--- config.mk ---
export PLATFORM = sky130hd
export DESIGN_NAME = instr_loader
export DESIGN_NICKNAME = d
export VERILOG_FILES = /design/src/rtl/instr_loader_pkg.sv /design/src/rtl/instr_loader_word_packer.sv /design/src/rtl/instr_loader.sv
export SDC_FILE = /design/constraint.sdc
export NUM_CORES = 1
export LEC_CHECK = 0
export BUFFER_PORTS_ARGS = -buffer_cell sky130_fd_sc_hd__buf_2
export CORE_ASPECT_RATIO = 1.1
export CORE_MARGIN = 5
export CORE_UTILIZATION = 43
export CTS_BUF_LIST = sky130_fd_sc_hd__clkbuf_16
export DETAILED_ROUTE_END_ITERATION = 10
export GPL_TIMING_DRIVEN = 0
export SLEW_MARGIN = 20
export SYNTH_ARGS = -nofsm -noshare
export SYNTH_HDL_FRONTEND = slang
export SYNTH_SLANG_ARGS = --single-unit
--- constraint.sdc ---
create_clock -name clock -period 3.85 [get_ports clock]
set_input_delay 0.5775 -clock clock [delete_from_list [all_inputs] [get_ports clock]]
set_output_delay 0.5775 -clock clock [all_outputs]
set_load 0.005 [all_outputs]
--- src/rtl/instr_loader_pkg.sv ---
// Shared types and constants for the boot-time instruction loader.
package instr_loader_pkg;

   localparam int unsigned BYTE_W             = 8;
   localparam int unsigned WORD_W             = 32;
   localparam int unsigned LEN_W              = 16;
   localparam int unsigned BYTES_PER_WORD     = WORD_W / BYTE_W;
   localparam int unsigned DEF_TIMEOUT_CYCLES = 1000;
   localparam bit          BYTE_ORDER_LE      = 1'b1;

   typedef enum logic [2:0] {
      ST_IDLE   = 3'd0,
      ST_CLEAR  = 3'd1,
      ST_LEN_LO = 3'd2,
      ST_LEN_HI = 3'd3,
      ST_DATA   = 3'd4,
      ST_WRITE  = 3'd5,
      ST_DONE   = 3'd6,
      ST_ERROR  = 3'd7
   } state_t;

endpackage

--- src/rtl/instr_loader_word_packer.sv ---
// Assembles four streamed bytes into one instruction word.
module word_packer
   import instr_loader_pkg::*;
(
   input  logic              clock,
   input  logic              reset,
   input  logic              clear,
   input  logic              push,
   input  logic [BYTE_W-1:0] byte_data,
   output logic              word_full_c,
   output logic [WORD_W-1:0] word_c
);

   localparam int unsigned IDX_W = $clog2(BYTES_PER_WORD);

   logic [IDX_W-1:0]  idx;
   logic [IDX_W-1:0]  lane_c;
   logic [WORD_W-1:0] word_q;

   // word_c already contains the byte being pushed this cycle
   always_comb begin
      lane_c      = BYTE_ORDER_LE ? idx : (IDX_W'(BYTES_PER_WORD - 1) - idx);
      word_full_c = push && (idx == IDX_W'(BYTES_PER_WORD - 1));
      word_c      = word_q;
      if (push) begin
         word_c[BYTE_W*lane_c +: BYTE_W] = byte_data;
      end
   end

   always_ff @(posedge clock or posedge reset) begin
      if (reset) begin
         idx    <= '0;
         word_q <= '0;
      end else if (clear) begin
         idx    <= '0;
         word_q <= '0;
      end else if (push) begin
         idx    <= idx + IDX_W'(1);
         word_q <= word_c;
      end
   end

endmodule

--- src/rtl/instr_loader.sv ---
// Streams a length-prefixed program into IF instruction memory, holding the core in reset until done.
module instr_loader
   import instr_loader_pkg::*;
#(
   parameter int unsigned PC_SIZE        = 10,
   parameter int unsigned ADDR_STEP      = 1,
   parameter int unsigned TIMEOUT_CYCLES = DEF_TIMEOUT_CYCLES
) (
   input  logic               clock,
   input  logic               reset,
   input  logic               load_start,
   input  logic               byte_valid,
   input  logic [BYTE_W-1:0]  byte_data,
   output logic               byte_ready,
   output logic               rw,
   output logic               reset_IF_memory,
   output logic [PC_SIZE-1:0] PC_write,
   output logic [WORD_W-1:0]  instruction_in,
   output logic               core_reset,
   output logic               busy,
   output logic               done,
   output logic               error
);

   localparam int unsigned MAX_WORDS = (1 << PC_SIZE) / ADDR_STEP;
   localparam int unsigned CNT_W     = (TIMEOUT_CYCLES > 0) ? $clog2(TIMEOUT_CYCLES + 1) : 1;

   state_t             state, state_next;
   logic [BYTE_W-1:0]  len_lo;
   logic [LEN_W-1:0]   words_left;
   logic [CNT_W-1:0]   idle_cnt;
   logic               accept_c;
   logic               timeout_c;
   logic               counting_c;
   logic [LEN_W-1:0]   len_c;
   logic               pk_clear_c;
   logic               pk_push_c;
   logic               word_full_c;
   logic [WORD_W-1:0]  word_c;

   word_packer u_packer (
      .clock       (clock),
      .reset       (reset),
      .clear       (pk_clear_c),
      .push        (pk_push_c),
      .byte_data   (byte_data),
      .word_full_c (word_full_c),
      .word_c      (word_c)
   );

   always_ff @(posedge clock or posedge reset) begin
      if (reset) state <= ST_IDLE;
      else       state <= state_next;
   end

   // Next state; an accepted byte always wins over a timeout in the same cycle
   always_comb begin
      state_next = state;
      accept_c   = byte_valid && byte_ready;
      len_c      = {byte_data, len_lo};
      counting_c = (state == ST_LEN_LO) || (state == ST_LEN_HI) || (state == ST_DATA);
      timeout_c  = (TIMEOUT_CYCLES != 0) && (32'(idle_cnt) == TIMEOUT_CYCLES);
      pk_clear_c = (state != ST_DATA);
      pk_push_c  = 1'b0;
      case (state)
         ST_IDLE:   if (load_start) state_next = ST_CLEAR;
         ST_CLEAR:  state_next = ST_LEN_LO;
         ST_LEN_LO: begin
            if (accept_c)       state_next = ST_LEN_HI;
            else if (timeout_c) state_next = ST_ERROR;
         end
         ST_LEN_HI: begin
            if (accept_c) begin
               if ((len_c == '0) || (32'(len_c) > MAX_WORDS)) state_next = ST_ERROR;
               else                                           state_next = ST_DATA;
            end else if (timeout_c) begin
               state_next = ST_ERROR;
            end
         end
         ST_DATA: begin
            if (accept_c) begin
               pk_push_c = 1'b1;
               if (word_full_c) state_next = ST_WRITE;
            end else if (timeout_c) begin
               state_next = ST_ERROR;
            end
         end
         ST_WRITE:  state_next = (words_left == LEN_W'(1)) ? ST_DONE : ST_DATA;
         ST_DONE:   if (load_start) state_next = ST_CLEAR;
         ST_ERROR:  if (load_start) state_next = ST_CLEAR;
         default:   state_next = ST_IDLE;
      endcase
   end

   // Outputs are registered from the next state so they track the state register exactly
   always_ff @(posedge clock or posedge reset) begin
      if (reset) begin
         byte_ready      <= 1'b0;
         rw              <= 1'b0;
         reset_IF_memory <= 1'b0;
         core_reset      <= 1'b1;
         busy            <= 1'b0;
         done            <= 1'b0;
         error           <= 1'b0;
      end else begin
         byte_ready      <= state_next inside {ST_LEN_LO, ST_LEN_HI, ST_DATA};
         rw              <= (state_next == ST_WRITE);
         reset_IF_memory <= (state_next == ST_CLEAR);
         core_reset      <= (state_next != ST_DONE);
         busy            <= state_next inside {ST_CLEAR, ST_LEN_LO, ST_LEN_HI, ST_DATA, ST_WRITE};
         done            <= (state_next == ST_DONE);
         error           <= (state_next == ST_ERROR);
      end
   end

   // Length capture, address/word counters and the idle timer
   always_ff @(posedge clock or posedge reset) begin
      if (reset) begin
         len_lo         <= '0;
         words_left     <= '0;
         PC_write       <= '0;
         instruction_in <= '0;
         idle_cnt       <= '0;
      end else begin
         if ((state == ST_LEN_LO) && accept_c) len_lo <= byte_data;
         if ((state == ST_LEN_HI) && accept_c) words_left <= len_c;
         else if (state == ST_WRITE)           words_left <= words_left - LEN_W'(1);
         if (state == ST_CLEAR)      PC_write <= '0;
         else if (state == ST_WRITE) PC_write <= PC_write + PC_SIZE'(ADDR_STEP);
         if ((state == ST_DATA) && word_full_c) instruction_in <= word_c;
         if (counting_c && !accept_c && (TIMEOUT_CYCLES != 0)) idle_cnt <= idle_cnt + CNT_W'(1);
         else                                                  idle_cnt <= '0;
      end
   end

endmodule

Yosys cells after proc, flatten, opt, wreduce, memory -nomap -nowiden
Index checks and enable logic that the tools add are counted.
{"block": "totals", "wordCells": 82, "output_inout_bits": 49, "inputBits": 12, "reg_bits": 120}
{"block": "classes", "n_shift": 2, "n_reduce_logical": 18, "n_mux": 22, "n_addsub": 5, "n_eq_ne": 19, "n_lt_le_gt_ge": 1}
{"op": "32-bit two-way mux", "n": 3}
{"op": "5-bit negator with 34-bit output", "n": 1}
{"op": "8-bit by 34-bit variable shift with 32-bit output, first input constant", "n": 1}
{"op": "8-bit by 34-bit indexed part select with 32-bit output", "n": 1}
{"op": "32-bit bitwise mux", "n": 1}
{"op": "16-bit two-way mux", "n": 2}
{"op": "10-bit two-way mux", "n": 3}
{"op": "3-bit equality test, second input constant", "n": 8}
{"op": "10-bit by 1-bit adder with 10-bit output, second input constant", "n": 2}
{"op": "3-bit two-way mux", "n": 6}
{"op": "3-bit case mux with 6 select lines", "n": 1}
{"op": "16-bit by 1-bit equality test with 1-bit output, second input constant", "n": 1}
{"op": "16-bit by 11-bit greater-than comparator with 1-bit output, second input constant", "n": 1}
{"op": "16-bit logical NOT", "n": 1}
{"op": "16-bit by 1-bit subtractor with 16-bit output, second input constant", "n": 1}
{"op": "3-bit by 2-bit equality test with 1-bit output, second input constant", "n": 4}
{"op": "10-bit equality test, second input constant", "n": 1}
{"op": "2-bit two-way mux", "n": 4}
{"op": "3-bit by 1-bit equality test with 1-bit output, second input constant", "n": 2}
{"op": "1-bit logical AND", "n": 6}
{"op": "3-bit != test, second input constant", "n": 2}
{"op": "2-bit nonzero test", "n": 3}
{"op": "5-bit nonzero test", "n": 1}
{"op": "3-bit logical NOT", "n": 1}
{"op": "other kinds (7)", "n": 10}

Logic depth before layout (Yosys ltp)
Gate-level depths: netlist of run 1.
{"block": "depth", "ltp_word": 9, "depth_mapped": 9, "mapped_depth_nobuf": 7}

Hierarchy
From an unflattened synthesis of run 1, not the netlist that was laid out.
{"block": "unflattened", "hier_cells": 597, "hier_area_um2": 6398.6}
{"mod": "instr_loader", "cells_each": 346, "instances": 1, "area_per_inst_um2": 3945.0, "seq_area_each_um2": 2153.3}
{"mod": "word_packer", "cells_each": 251, "instances": 1, "area_per_inst_um2": 2453.6, "seq_area_each_um2": 850.8}

Worst setup path before layout of run 1
Ideal clock, no wire load.
{"block": "synth_timing", "kind": "register to register", "start": "register u_packer.idx[0]", "end": "register instruction_in[21]", "t_arrival_ns": 2.059, "synth_period_minus_slack_ns": 2.142, "setup_ns": 0.083, "setup_slack_ns": 1.708, "path_stages_with_launch": 9, "required_ns": 3.767, "path_buffers": 1, "path_cell_list": "dfrtp_1 > inv_1 > ha_1 > nor3b_1 > clkbuf_1 > nand2_1 > nor3_1 > a21oi_1 > o21ai_0"}
{"block": "synth_between", "elab_chain_len": 4, "elab_cells_between_ends": 8, "cone_classes": "1 x add/sub; 1 x eq/ne; 2 x shift; 2 x mux; 2 x reduce/logical"}
{"item": "start: declaration", "line_no": "instr_loader_word_packer.sv:16", "source": "logic [IDX_W-1:0] idx;"}
{"item": "start signal: assignment", "line_no": "instr_loader_word_packer.sv:38", "source": "idx <= idx + IDX_W'(1);"}
{"item": "5-bit negator with 34-bit output", "line_no": "instr_loader_word_packer.sv:26", "source": "word_c[BYTE_W*lane_c +: BYTE_W] = byte_data;"}
{"item": "8-bit by 34-bit indexed part select with 32-bit output or 8-bit by 34-bit variable shift with 32-bit output (tied branches)", "line_no": "instr_loader_word_packer.sv:26"}
{"item": "32-bit bitwise mux", "line_no": "instr_loader_word_packer.sv:26"}
{"item": "32-bit two-way mux", "line_no": "instr_loader_word_packer.sv:25", "source": "if (push) begin"}
{"item": "end signal: assignment", "line_no": "instr_loader.sv:130", "source": "if ((state == ST_DATA) && word_full_c) instruction_in <= word_c;"}
{"item": "end: declaration", "line_no": "instr_loader.sv:18", "source": "output logic [WORD_W-1:0] instruction_in,"}
Parallel ways exist; a longest one is shown, timed or not.
A chain may end at the register's enable or synchronous reset.

Worst setup path in the final report of run 1
{"block": "layout_timing", "start": "register u_packer.idx[0]", "end": "register instruction_in[22]"}
The elaborated chain is that of the path after synthesis.

==> results by group, run 1 <==
Logic synthesis
  • Yosys warnings: 0
  • Yosys top cell area share: around half
  • Synth top area cells: dfrtp_1 (51%), nand2_1 (7.4%), a21oi_1 (5.4%)
  • Synthesis-stage register bit count: about 110
  • Average cell area after synthesis: between 9 and 10 um2
  • Mapped Cells: slightly below 600
  • Most used DFF post-synth: dfrtp_1
  • Seq/Total Area, Yosys: between 50% and 60%
  • Synth async-reset ratio: 100%
  • Post-Syn Area: roughly 0.0054 mm2
  • Post-synthesis cell type count: 54
  • Synth Net Count: a little over 600
  • Area leader, netlist: dfrtp_1
  • Number of synthesized flops with an enable pin: 0

Floorplan
  • Io pins: just over 60
  • Die footprint: roughly 0.015 mm2
  • Chip height: between 100 and 150 um
  • Core area: around 0.012 mm2
  • Starting Density: a little over two fifths
  • Die X: roughly 120 um
  • Num rows: 43

Timing
  • Final Cycle Share: 70.5%
  • Tmin final: between 2000 and 3000 ps
  • Slew Viols, Final: 0
  • Clock skew: 9.00 ps
  • Setup-failing EPs final: 0
  • Worst Tran Pin Value: between 900 and 1000 ps
  • Fmax: between 0.3 and 0.4 GHz
  • Slew headroom: between 30% and 40%
  • Setup_tns: 0 ps
  • RSZ-0062 raised after global routing: no
  • Hold Fails Final Rpt: 0

Layout
  • Final #Nets: a little under 700
  • Inserted Diodes: 0
  • Layout cell share with drive strength beyond 1: approximately 15%
  • Layout Area Growth over Synthesis: 14.5%

Power
  • Worst vdd ir: 0.273 mV
  • Pwr Density: approximately 540 mW/mm2
  • Lkg Pwr: about 0.0028 uW
  • Total power: about 3400 uW

Critical path
  • Maximum fanout along the worst path: 10
  • Crit. End Element: register
  • Setup CP Type: reg -> reg
  • Worst Setup Start Kind: register
  • FF-to-FF path depth: 8
  • CP Data Required Time: around 4100 ps
  • R2r endpoint: instruction_in[22]$_DFFE_PP0P_
  • Reg-to-Reg Start: u_packer.idx[0]$_DFFE_PP0P_
  • Reg2reg setup slack: roughly 1100 ps
  • CP arrival: ~3000 ps

Clock tree
  • Worst skew pair latency: 350 ps
  • Clock Path Buffers: 2
  • Clk slew on worst S/H paths: about 70 ps
  • CTS HTree Levels: 3
  • CTS Hold Buffers Added: 0
  • PostCTS Resize Cnt: 0
  • Clock buffer count from CTS: 9
  • CTS tree: done
  • Post-CTS repair timing setup buffer count: 0
  • Clock sink count: 112
  • Root buf cell: clkbuf_16

Detailed routing
  • Vias per cell: around 5.5
  • Vias: 4506
  • 1st-pass router iterations: 6
  • Routed length per placed instance: 16.6 um
  • Initial DRC Count: 421
  • DRC Markers: 0
  • Post-DRT Antenna Nets: 0
  • WL final: 13600 um

GRT
  • Largest net degree at the start of global routing: between 70 and 80
  • Vias in the first global route: 4498
  • Met1 GRT Util: between 20% and 30%
  • Met2 GRT Util: between 20% and 30%
  • Initial antenna violation count: 0
  • Total GRT Usage: 19.6%
  • Most Crowded Layer GR: met2
  • Remaining global-route overflow: 0
  • Met3 GRT Util: 2.94%
  • First-pass GRT wire length: ~23000 um

Worst hold path
  • Hold/Removal Path Class: in -> async

Run
  • Max-Cap Viols: 0

Placement
  • IO buf count: 59
  • RD Place Congestion: approximately 0.9
  • Dpl hpwl: 9470 um

Status
  • Run status: finished, final reports clean
registers in the layout, summed over array words and instances (netlist names):
| signal | count |
|---|---|
| PC_write | 10 |
| busy | 1 |
| byte_ready | 1 |
| core_reset | 1 |
| done | 1 |
| error | 1 |
| idle_cnt | 10 |
| instruction_in | 32 |
| len_lo | 8 |
| reset_IF_memory | 1 |
| rw | 1 |
| state | 3 |
| u_packer.idx | 2 |
| u_packer.word_q | 24 |
| words_left | 16 |
routing by layer:
layer,wire length (um),vias to the layer above
met5,0,-
li1,-,2196
met1,6440,2168
met3,712,12
met2,6240,130
met4,250,0
how the worst max path moves through the flow:
stage / start / to / slack, ps / depth (start not counted)
floorplan: reset / PC_write[0]$_DFFE_PP0P_ / 320 / 1
global placement: reset / idle_cnt[5]$_DFF_PP0_ / -1020 / 2
detailed placement: u_packer.idx[0]$_DFFE_PP0P_ / instruction_in[1]$_DFFE_PP0P_ / 1240 / 8
CTS: u_packer.idx[0]$_DFFE_PP0P_ / instruction_in[22]$_DFFE_PP0P_ / 1210 / 8
global route: u_packer.idx[0]$_DFFE_PP0P_ / instruction_in[21]$_DFFE_PP0P_ / 800 / 8
finish: u_packer.idx[0]$_DFFE_PP0P_ / instruction_in[22]$_DFFE_PP0P_ / 1130 / 8
power breakdown:
part | total (uW) | switching [uW] | leakage (uW) | internal (uW)
Sequential | 1520 | 163 | 0.00151 | 1360
Clock | 852 | 423 | 0.000134 | 428
Combinational | 979 | 600 | 0.00111 | 378
layout make-up:
cell class	count	area (um2)
Sequential cell	112	2800
Buffer	40	161
Inverter	12	50.0
Fill cell	1223	6290
Clock inverter	7	33.8
Timing Repair Buffer	60	323
Clock buffer	9	225
Tap cell	157	196
Multi-Input combinational cell	423	2400
cells in the final DEF (no fill, tap or decap), drive strengths merged, types with 2 or more instances in the layout:
cell        n
a21bo       3
a21oi      58
a221o       7
a22o        9
a31o        2
a31oi       2
and3       10
and3b       2
buf        67
clkbuf     42
clkinvlp    2
dfrtp     111
ha         10
inv        16
mux2        8
mux2i       5
nand2     107
nand2b      4
nand3      41
nand4       6
nor2       32
nor2b       2
nor3       32
nor3b       3
nor4        7
o211ai      5
o21ai      30
o22ai       2
o311ai      4
or3         2
or4         3
xnor2       6
xor2       11
metrics by stage:
step                hold WS (ps)  util (%)  setup slack (ps)  cells  cell area (um2)
global placement             460      47.3             -1020    803             5900
global route                 244      49.6               797    820             6190
CTS                          216      49.6              1210    820             6190
finish                       215      49.6              1130    820             6190
detailed placement           465      47.5              1240    804             5930
floorplan                    473         -               315    587             5410
cell usage after synthesis, types with 8 or more instances:
master and n:
dfrtp_1 111, and3_1 10, a22o_1 9, o21ai_0 29
mux2_2 8, clkbuf_1 33, a21oi_1 58, xor2_1 11
nand2_1 107, nand3_1 40, inv_1 12, nor3_1 31
ha_1 10, nor2_1 31
cell families after synthesis:
kind of cell | Yosys count | synth area share, %
buffers and inverters | 52 | 3.82
adders and majority gates | 10 | 2.31
DFF | 112 | 51.9
xor gates and xnor gates | 17 | 2.75
and+or+nand+nor | 254 | 22.0
muxes | 13 | 2.59
AOI/OAI and AO/OA | 129 | 14.7
critical path: stages (launching register included):
cell and delay, ps:
dfrtp_1 480, inv_1 150, ha_1 400, nor3b_1 710, clkbuf_1 380, nand2_1 90
nor3_1 180, a21oi_1 60, o21ai_0 170
(Power assumes the default switching activity.)
==> inputs of run 2 (changes only) <==
Settings changed: ABC_AREA set to 1.
Clock period 3.85 ns to 2.3 ns, I/O delays scaled along.
==> run 2 against run 1 <==
Sequential power rose by 64%. Final area rose by 2.2%. Critical endpoint is now instruction_in[21]$_DFFE_PP0P_. Clock power rose by 84%. Critical path depth did not move. Combinational power rose by 46%. Largest power group unchanged. Utilization rose by 1.1 points. Via count rose by 0.16%. Highest routed layer unchanged. Critical path type unchanged. Clock skew fell by 2.8 ps.
==> results by group, run 2 <==
Status
  • Run status: finished, final reports clean

Clock tree
  • Worst skew pair latency: 340 ps (about the same)
  • Clock Path Buffers: 2 (unchanged)
  • Clock buffer count from CTS: 9 (unchanged)
  • CTS HTree Levels: 3 (unchanged)
  • Root buf cell: clkbuf_16
  • Clk slew on worst S/H paths: 70 ps (about the same)
  • Clock sink count: 112 (unchanged)
  • Post-CTS repair timing setup buffer count: 0 (unchanged)
  • CTS tree: done

Logic synthesis
  • Synth async-reset ratio: 100% (unchanged)
  • Most frequent cell after synthesis: nand2_1
  • Most used DFF post-synth: dfrtp_1
  • Yosys top cell area share: 51.3% (-0.083 points)
  • Synth Net Count: 666 (+9.4%)
  • Average cell area after synthesis: 8.41 um2 (-8.7%)
  • Post-Syn Area: 0.00542 mm2 (+0.16%)
  • Number of synthesized flops with an enable pin: 0 (unchanged)
  • Synthesis-stage register bit count: 112 (unchanged)
  • Synth top area cells: dfrtp_1 (51%), nand2_1 (9.4%), nor2_1 (6.1%)
  • Seq/Total Area, Yosys: 51.8% (-0.084 points)
  • Post-synthesis cell type count: 40 (-26%)
  • Yosys warnings: 0 (unchanged)
  • Commonest cells in the netlist: nand2_1 (136), dfrtp_1 (111), nor2_1 (88)
  • Area leader, netlist: dfrtp_1
  • Mapped Cells: 644 (+9.7%)

Power
  • Lkg Pwr: 0.00313 uW (+14%)
  • Total power: 5500 uW (+64%)
  • Pwr Density: 869 mW/mm2 (+60%)
  • Worst vdd ir: 0.422 mV (+54%)

Timing
  • Slew headroom: 51.5% (+12 points)
  • Fmax: 0.498 GHz (+35%)
  • Hold Fails Final Rpt: 0 (unchanged)
  • RSZ-0062 raised after global routing: no
  • Setup-failing EPs final: 0 (unchanged)
  • Clock skew: 6.24 ps (-2.76 ps)
  • Slew Viols, Final: 0 (unchanged)
  • Tmin final: 2010 ps (-706 ps)
  • Final Cycle Share: 87.4% (+17 points)
  • Worst Tran Pin Value: 722 ps (-178 ps)

Critical path
  • Crit. End Element: register
  • CP arrival: 2260 ps (-720 ps)
  • Setup CP Type: reg -> reg
  • CP Data Required Time: 2550 ps (-1570 ps)
  • Worst Setup Start Kind: register
  • Maximum fanout along the worst path: 12 (+2)

Layout
  • Layout cell share with drive strength beyond 1: 17.4% (+2.8 points)
  • Biggest register: instruction_in
  • Max reg flops: 32 (unchanged)
  • Most frequent cells in the layout: nand2_1 (136), dfrtp_1 (110), nor2_1 (86)
  • Final #Nets: 741 (+9.0%)
  • Core Util, Final: 50.7% (+1.1 points)
  • Commonest non-fill, non-tap cell in the layout: nand2_1
  • Top flop regs: instruction_in: 32 flops, u_packer.word_q: 24 flops, words_left: 16 flops
  • Inserted Diodes: 0 (unchanged)
  • Layout Area Growth over Synthesis: 16.8%

Detailed routing
  • Vias: 4513 (+0.16%)
  • WL final: 12500 um (-8.1%)
  • Vias per cell: 5.12 (-6.8%)
  • DRC Markers: 0 (unchanged)
  • Post-DRT Antenna Nets: 0 (unchanged)
  • 1st-pass router iterations: 7 (+1)
  • Initial DRC Count: 233 (-45%)
  • Routed length per placed instance: 14.2 um (-14%)

GRT
  • First-pass GRT wire length: 21300 um (-7.3%)
  • Total GRT Usage: 17.9% (-1.6 points)
  • Initial antenna violation count: 0 (unchanged)
  • Remaining global-route overflow: 0 (unchanged)
  • Largest net degree at the start of global routing: 33 (-57%)
  • Vias in the first global route: 4384 (-2.5%)

Placement
  • RD Place Congestion: 0.905 (+1.5%)
  • IO buf count: 60 (+1.7%)
  • Dpl hpwl: 9380 um (-0.98%)

Floorplan
  • Die footprint: 0.0149 mm2 (+0.15%)
  • Die X: 117 um (about the same)
  • Chip height: 128 um (about the same)
  • Io pins: 61 (unchanged)
  • Core area: 0.0125 mm2 (unchanged)
  • Num rows: 43 (unchanged)
  • Starting Density: 43.4% (+0.070 points)

Run
  • Max-Cap Viols: 0 (unchanged)

Worst hold path
  • Hold/Removal Path Class: in -> reg
-- run 2: cell types whose count changed after synthesis, moves of 14 or more --
cell      change
nor2_1       +57
inv_1        +52
a21oi_1      -34
o21ai_1      +31
nand2_1      +29
nor3_1       -22
clkbuf_1     -20
nand3_1      -19
o31ai_1      +19
inv_2        +14
-- run 2: logic make-up (layout without fill, tap and decap cells) --
group | Yosys count | in the layout | synth area share [%]
AO/OA/AOI/OAI | 130 | 130 | 14.0
XOR/XNOR | 6 | 6 | 0.970
adder cells (fa/ha/maj) | 10 | 10 | 2.31
buffers and inverters | 99 | 179 | 7.11
flip-flops | 112 | 112 | 51.8
multiplexers | 8 | 8 | 1.64
AND/OR/NAND/NOR | 279 | 279 | 22.2
-- run 2: final timing paths --
path | start | endpoint | slack [ps] | cells past startpoint
min in group asynchronous | reset | u_packer.word_q[22]$_DFFE_PP0P_ | 500 | 3
worst max register to register | u_packer.idx[0]$_DFFE_PP0P_ | instruction_in[21]$_DFFE_PP0P_ | 290 | 8
worst max-delay path | u_packer.idx[0]$_DFFE_PP0P_ | instruction_in[21]$_DFFE_PP0P_ | 290 | 8
worst min register to register | instruction_in[22]$_DFFE_PP0P_ | instruction_in[22]$_DFFE_PP0P_ | 490 | 2
max in group asynchronous | reset | u_packer.idx[0]$_DFFE_PP0P_ | 1150 | 5
worst min-delay path | byte_data[5] | len_lo[5]$_DFFE_PP0P_ | 370 | 3
-- run 2: routing by layer --
metal	routed length, um	GRT usage [%]	vias to the layer above
met3	494	3.35	15
met1	5620	23.9	2153
li1	-	-	2256
met2	6200	29.8	89
met4	218	5.06	0
met5	0	0	-
-- run 2: stage by stage --
step                instances  TNS [ps]  area (um2)  setup slack (ps)  hold slack (ps)
floorplan                 644         0        5420               339              455
global placement          861    -14630        5920              -141              472
detailed placement        865      -126        6010             -36.2              325
CTS                       881         0        6310              99.1              358
global route              881         0        6330              92.2              366
finish                    881         0        6330               290              369
-- run 2: cell type report --
type,count,area [um2]
timing repair buffer,65,405
clock inverter,7,68.8
multi-input combinational,433,2240
inverter,79,300
buffer,19,87.6
tap,157,196
fill,1202,6150
sequential,112,2810
clock buffer,9,225
-- run 2: report_power, final --
group	switching, uW	total (uW)	internal [uW]
combinational	915	1430	513
sequential	244	2500	2260
clock	719	1570	846
total	1880	5500	3620
-- run 2: timing repair --
action                                  CTS  global route
hold buffers                              1             0
resized for setup                         0             8
endpoints found under the hold margin    10             0
endpoints found under the setup margin   12            25
-- run 2: worst max-delay path, cell delays in order (launching register included) --
cell and delay (ps):
dfrtp_2 510, inv_2 110, ha_1 380, inv_1 120
nor3_4 270, nand2_1 100, nand2_1 90, o21ai_1 110
o31ai_1 210
==> inputs of run 3 (changes only) <==
Settings changed: CORE_UTILIZATION 43 to 53, CTS_CLUSTER_SIZE set to 40, PLACE_DENSITY set to 0.76, SKIP_LAST_GASP set to 1.
==> run 3 against run 2 <==
Power rose by 1.2%. Cell count fell by 4.5%. Final area is 1.3% lower. Sequential power about the same. Utilization rose by 12 points. Worst hold slack worse by 370 ps. Die area fell by 17%. Largest cell class unchanged.
==> results by group, run 3 (synthesis gave the netlist of run 2 again) <==
Layout
  • Fillers: 823 (-32%)
  • Inserted Diodes: 0 (unchanged)
  • Commonest non-fill, non-tap cell in the layout: nand2_1
  • Biggest register: instruction_in
  • Layout cell share with drive strength beyond 1: 16.6% (-0.76 points)
  • Most frequent cells in the layout: nand2_1 (136), dfrtp_1 (111), nor2_1 (86)
  • Max reg flops: 32 (unchanged)
  • Layout Area Growth over Synthesis: 15.3%
  • Final #Nets: 740 (-0.13%)
  • Top flop regs: instruction_in: 32 flops, u_packer.word_q: 24 flops, words_left: 16 flops
  • Non-Filler Instances: 841 (-4.5%)

Worst hold path
  • Hold/Removal Path Class: in -> async

Timing
  • Final Cycle Share: 93.9% (+6.5 points)
  • Slew headroom: 50.5% (-1.0 points)
  • Hold WS: 3.03 ps (-366 ps)
  • Setup_tns: 0 ps (unchanged)
  • Clock skew: 4.84 ps (-1.40 ps)
  • Tmin final: 2160 ps (+149 ps)
  • Hold Fails Final Rpt: 0 (unchanged)
  • Fmax: 0.463 GHz (-6.9%)
  • RSZ-0062 raised after global routing: yes
  • Slew Viols, Final: 0 (unchanged)
  • Setup-failing EPs final: 0 (unchanged)
  • Worst Tran Pin Value: 737 ps (+15.0 ps)

Power
  • Internal Pwr Total: 3700 uW (+2.4%)
  • Clock share of power: 29.0% (+0.5 points)
  • Pwr Density: 891 mW/mm2 (+2.6%)
  • Worst vdd ir: 0.455 mV (+8.0%)
  • Lkg Pwr: 0.00312 uW (-0.37%)
  • Switching share of total power: 33.4% (-0.72 points)
  • Seq pwr share: 45.1% (-0.5 points)
  • Sw power: 1860 uW (-0.88%)
  • Comb power frac: 25.9% (about the same)

Floorplan
  • Die X: 106 um (-9.1%)
  • Chip height: 116 um (-9.1%)
  • Num rows: 38 (-12%)
  • Core area: 0.00994 mm2 (-20%)
  • Io pins: 61 (unchanged)
  • Starting Density: 54.5% (+11 points)
  • Die footprint: 0.0123 mm2 (-17%)

Critical path
  • Worst Setup SP: u_packer.idx[0]$_DFFE_PP0P_
  • Reg-to-Reg Start: u_packer.idx[0]$_DFFE_PP0P_
  • Reg2reg setup slack: 140 ps (-150 ps)
  • CP arrival: 2390 ps (+130 ps)
  • Maximum fanout along the worst path: 10 (-2)
  • CP Data Required Time: 2530 ps (-20 ps)
  • FF-to-FF path depth: 9 (+1)
  • Worst Setup Start Kind: register
  • Crit. End Element: register
  • Setup CP Type: reg -> reg
  • R2r endpoint: instruction_in[17]$_DFFE_PP0P_

Clock tree
  • Worst skew pair latency: 340 ps (about the same)
  • CTS HTree Levels: 3 (unchanged)
  • Clk slew on worst S/H paths: 70 ps (about the same)
  • Root buf cell: clkbuf_16
  • Clock buffer count from CTS: 9 (unchanged)
  • Clock sink count: 112 (unchanged)
  • Clock Path Buffers: 2 (unchanged)
  • CTS Hold Buffers Added: 0 (-1)
  • CTS tree: done

Placement
  • IO buf count: 60 (unchanged)
  • Dpl hpwl: 9000 um (-4.1%)
  • RD Place Congestion: 0.893 (-1.3%)
  • DP Cell Count: 827 (-4.4%)

Detailed routing
  • Routed length per placed instance: 14.9 um (+4.7%)
  • Post-DRT Antenna Nets: 0 (unchanged)
  • 1st-pass router iterations: 6 (-1)
  • Vias per cell: 5.53 (+8.0%)
  • Initial DRC Count: 298 (+28%)
  • Vias: 4651 (+3.1%)
  • WL final: 12500 um (about the same)
  • DRC Markers: 0 (unchanged)

Run
  • Max-Cap Viols: 0 (unchanged)

GRT
  • Total GRT Usage: 21.3% (+3.3 points)
  • Initial antenna violation count: 0 (unchanged)
  • First-pass GRT wire length: 21100 um (-1.2%)
  • Vias in the first global route: 4529 (+3.3%)
  • Largest net degree at the start of global routing: 37 (+12%)
  • Remaining global-route overflow: 0 (unchanged)

Status
  • Run status: finished, final reports clean
run 3: layout make-up:
class                      count  area, um2  share of cell area, %
buffer                        20       92.6                   1.48
clock buffer                   9        225                   3.61
clock inverter                 5       75.1                   1.20
inverter                      79        300                   4.81
multi-input combinational    433       2240                   35.8
sequential                   112       2800                   44.9
tap                          120        150                   2.40
timing repair buffer          63        360                   5.77
run 3: metal layers:
metal / global-route usage [%] / up-vias / part of all wire [%]
met5: 0 / - / 0
met4: 7.69 / 0 / 2.5
met3: 3.51 / 27 / 4.5
met2: 37.1 / 133 / 50
met1: 27.0 / 2227 / 43
li1: - / 2264 / -
run 3: worst max-delay path: stages, from the launching register on:
cell     delay [ps]
dfrtp_1         390
buf_4           200
inv_2            80
ha_1            380
inv_1           130
nor3_4          320
nand2_1          80
nand2_1          80
o21ai_1          90
o31ai_1         280
run 3: worst max-delay path by stage:
stage,endpoint,slack (ps)
final,instruction_in[17]$_DFFE_PP0P_,140
after floorplan,instruction_in[15]$_DFFE_PP0P_,340
after detailed placement,instruction_in[12]$_DFFE_PP0P_,-20
after CTS,instruction_in[17]$_DFFE_PP0P_,80
after global routing,instruction_in[17]$_DFFE_PP0P_,-40
after global placement,words_left[15]$_DFFE_PP0P_,-70
run 3: metrics by stage:
step	setup WS [ps]	cell area [um2]	power (uW)	util [%]
after floorplan	339	5420	3580	-
after global placement	-66.5	5870	3880	59.1
after detailed placement	-19.4	5930	3960	59.7
after CTS	76.1	6230	5570	62.7
after global routing	-41.7	6250	5920	62.9
final	141	6250	5570	62.9
run 3: power groups by stage:
stage               registers (uW)  clock network (uW)  logic [uW]
finish                        2510                1620        1440
global placement              2530                   0        1350
global route                  2550                1730        1650
CTS                           2500                1640        1430
floorplan                     2480                   0        1090
detailed placement            2540                   0        1420
run 3: timing repair:
| item | in CTS | in global routing |
|---|---|---|
| endpoints found under the setup margin | 13 | 21 |
| resized for setup | 1 | 6 |
| buffers inserted | 0 | 0 |
| pin swaps | 0 | 1 |
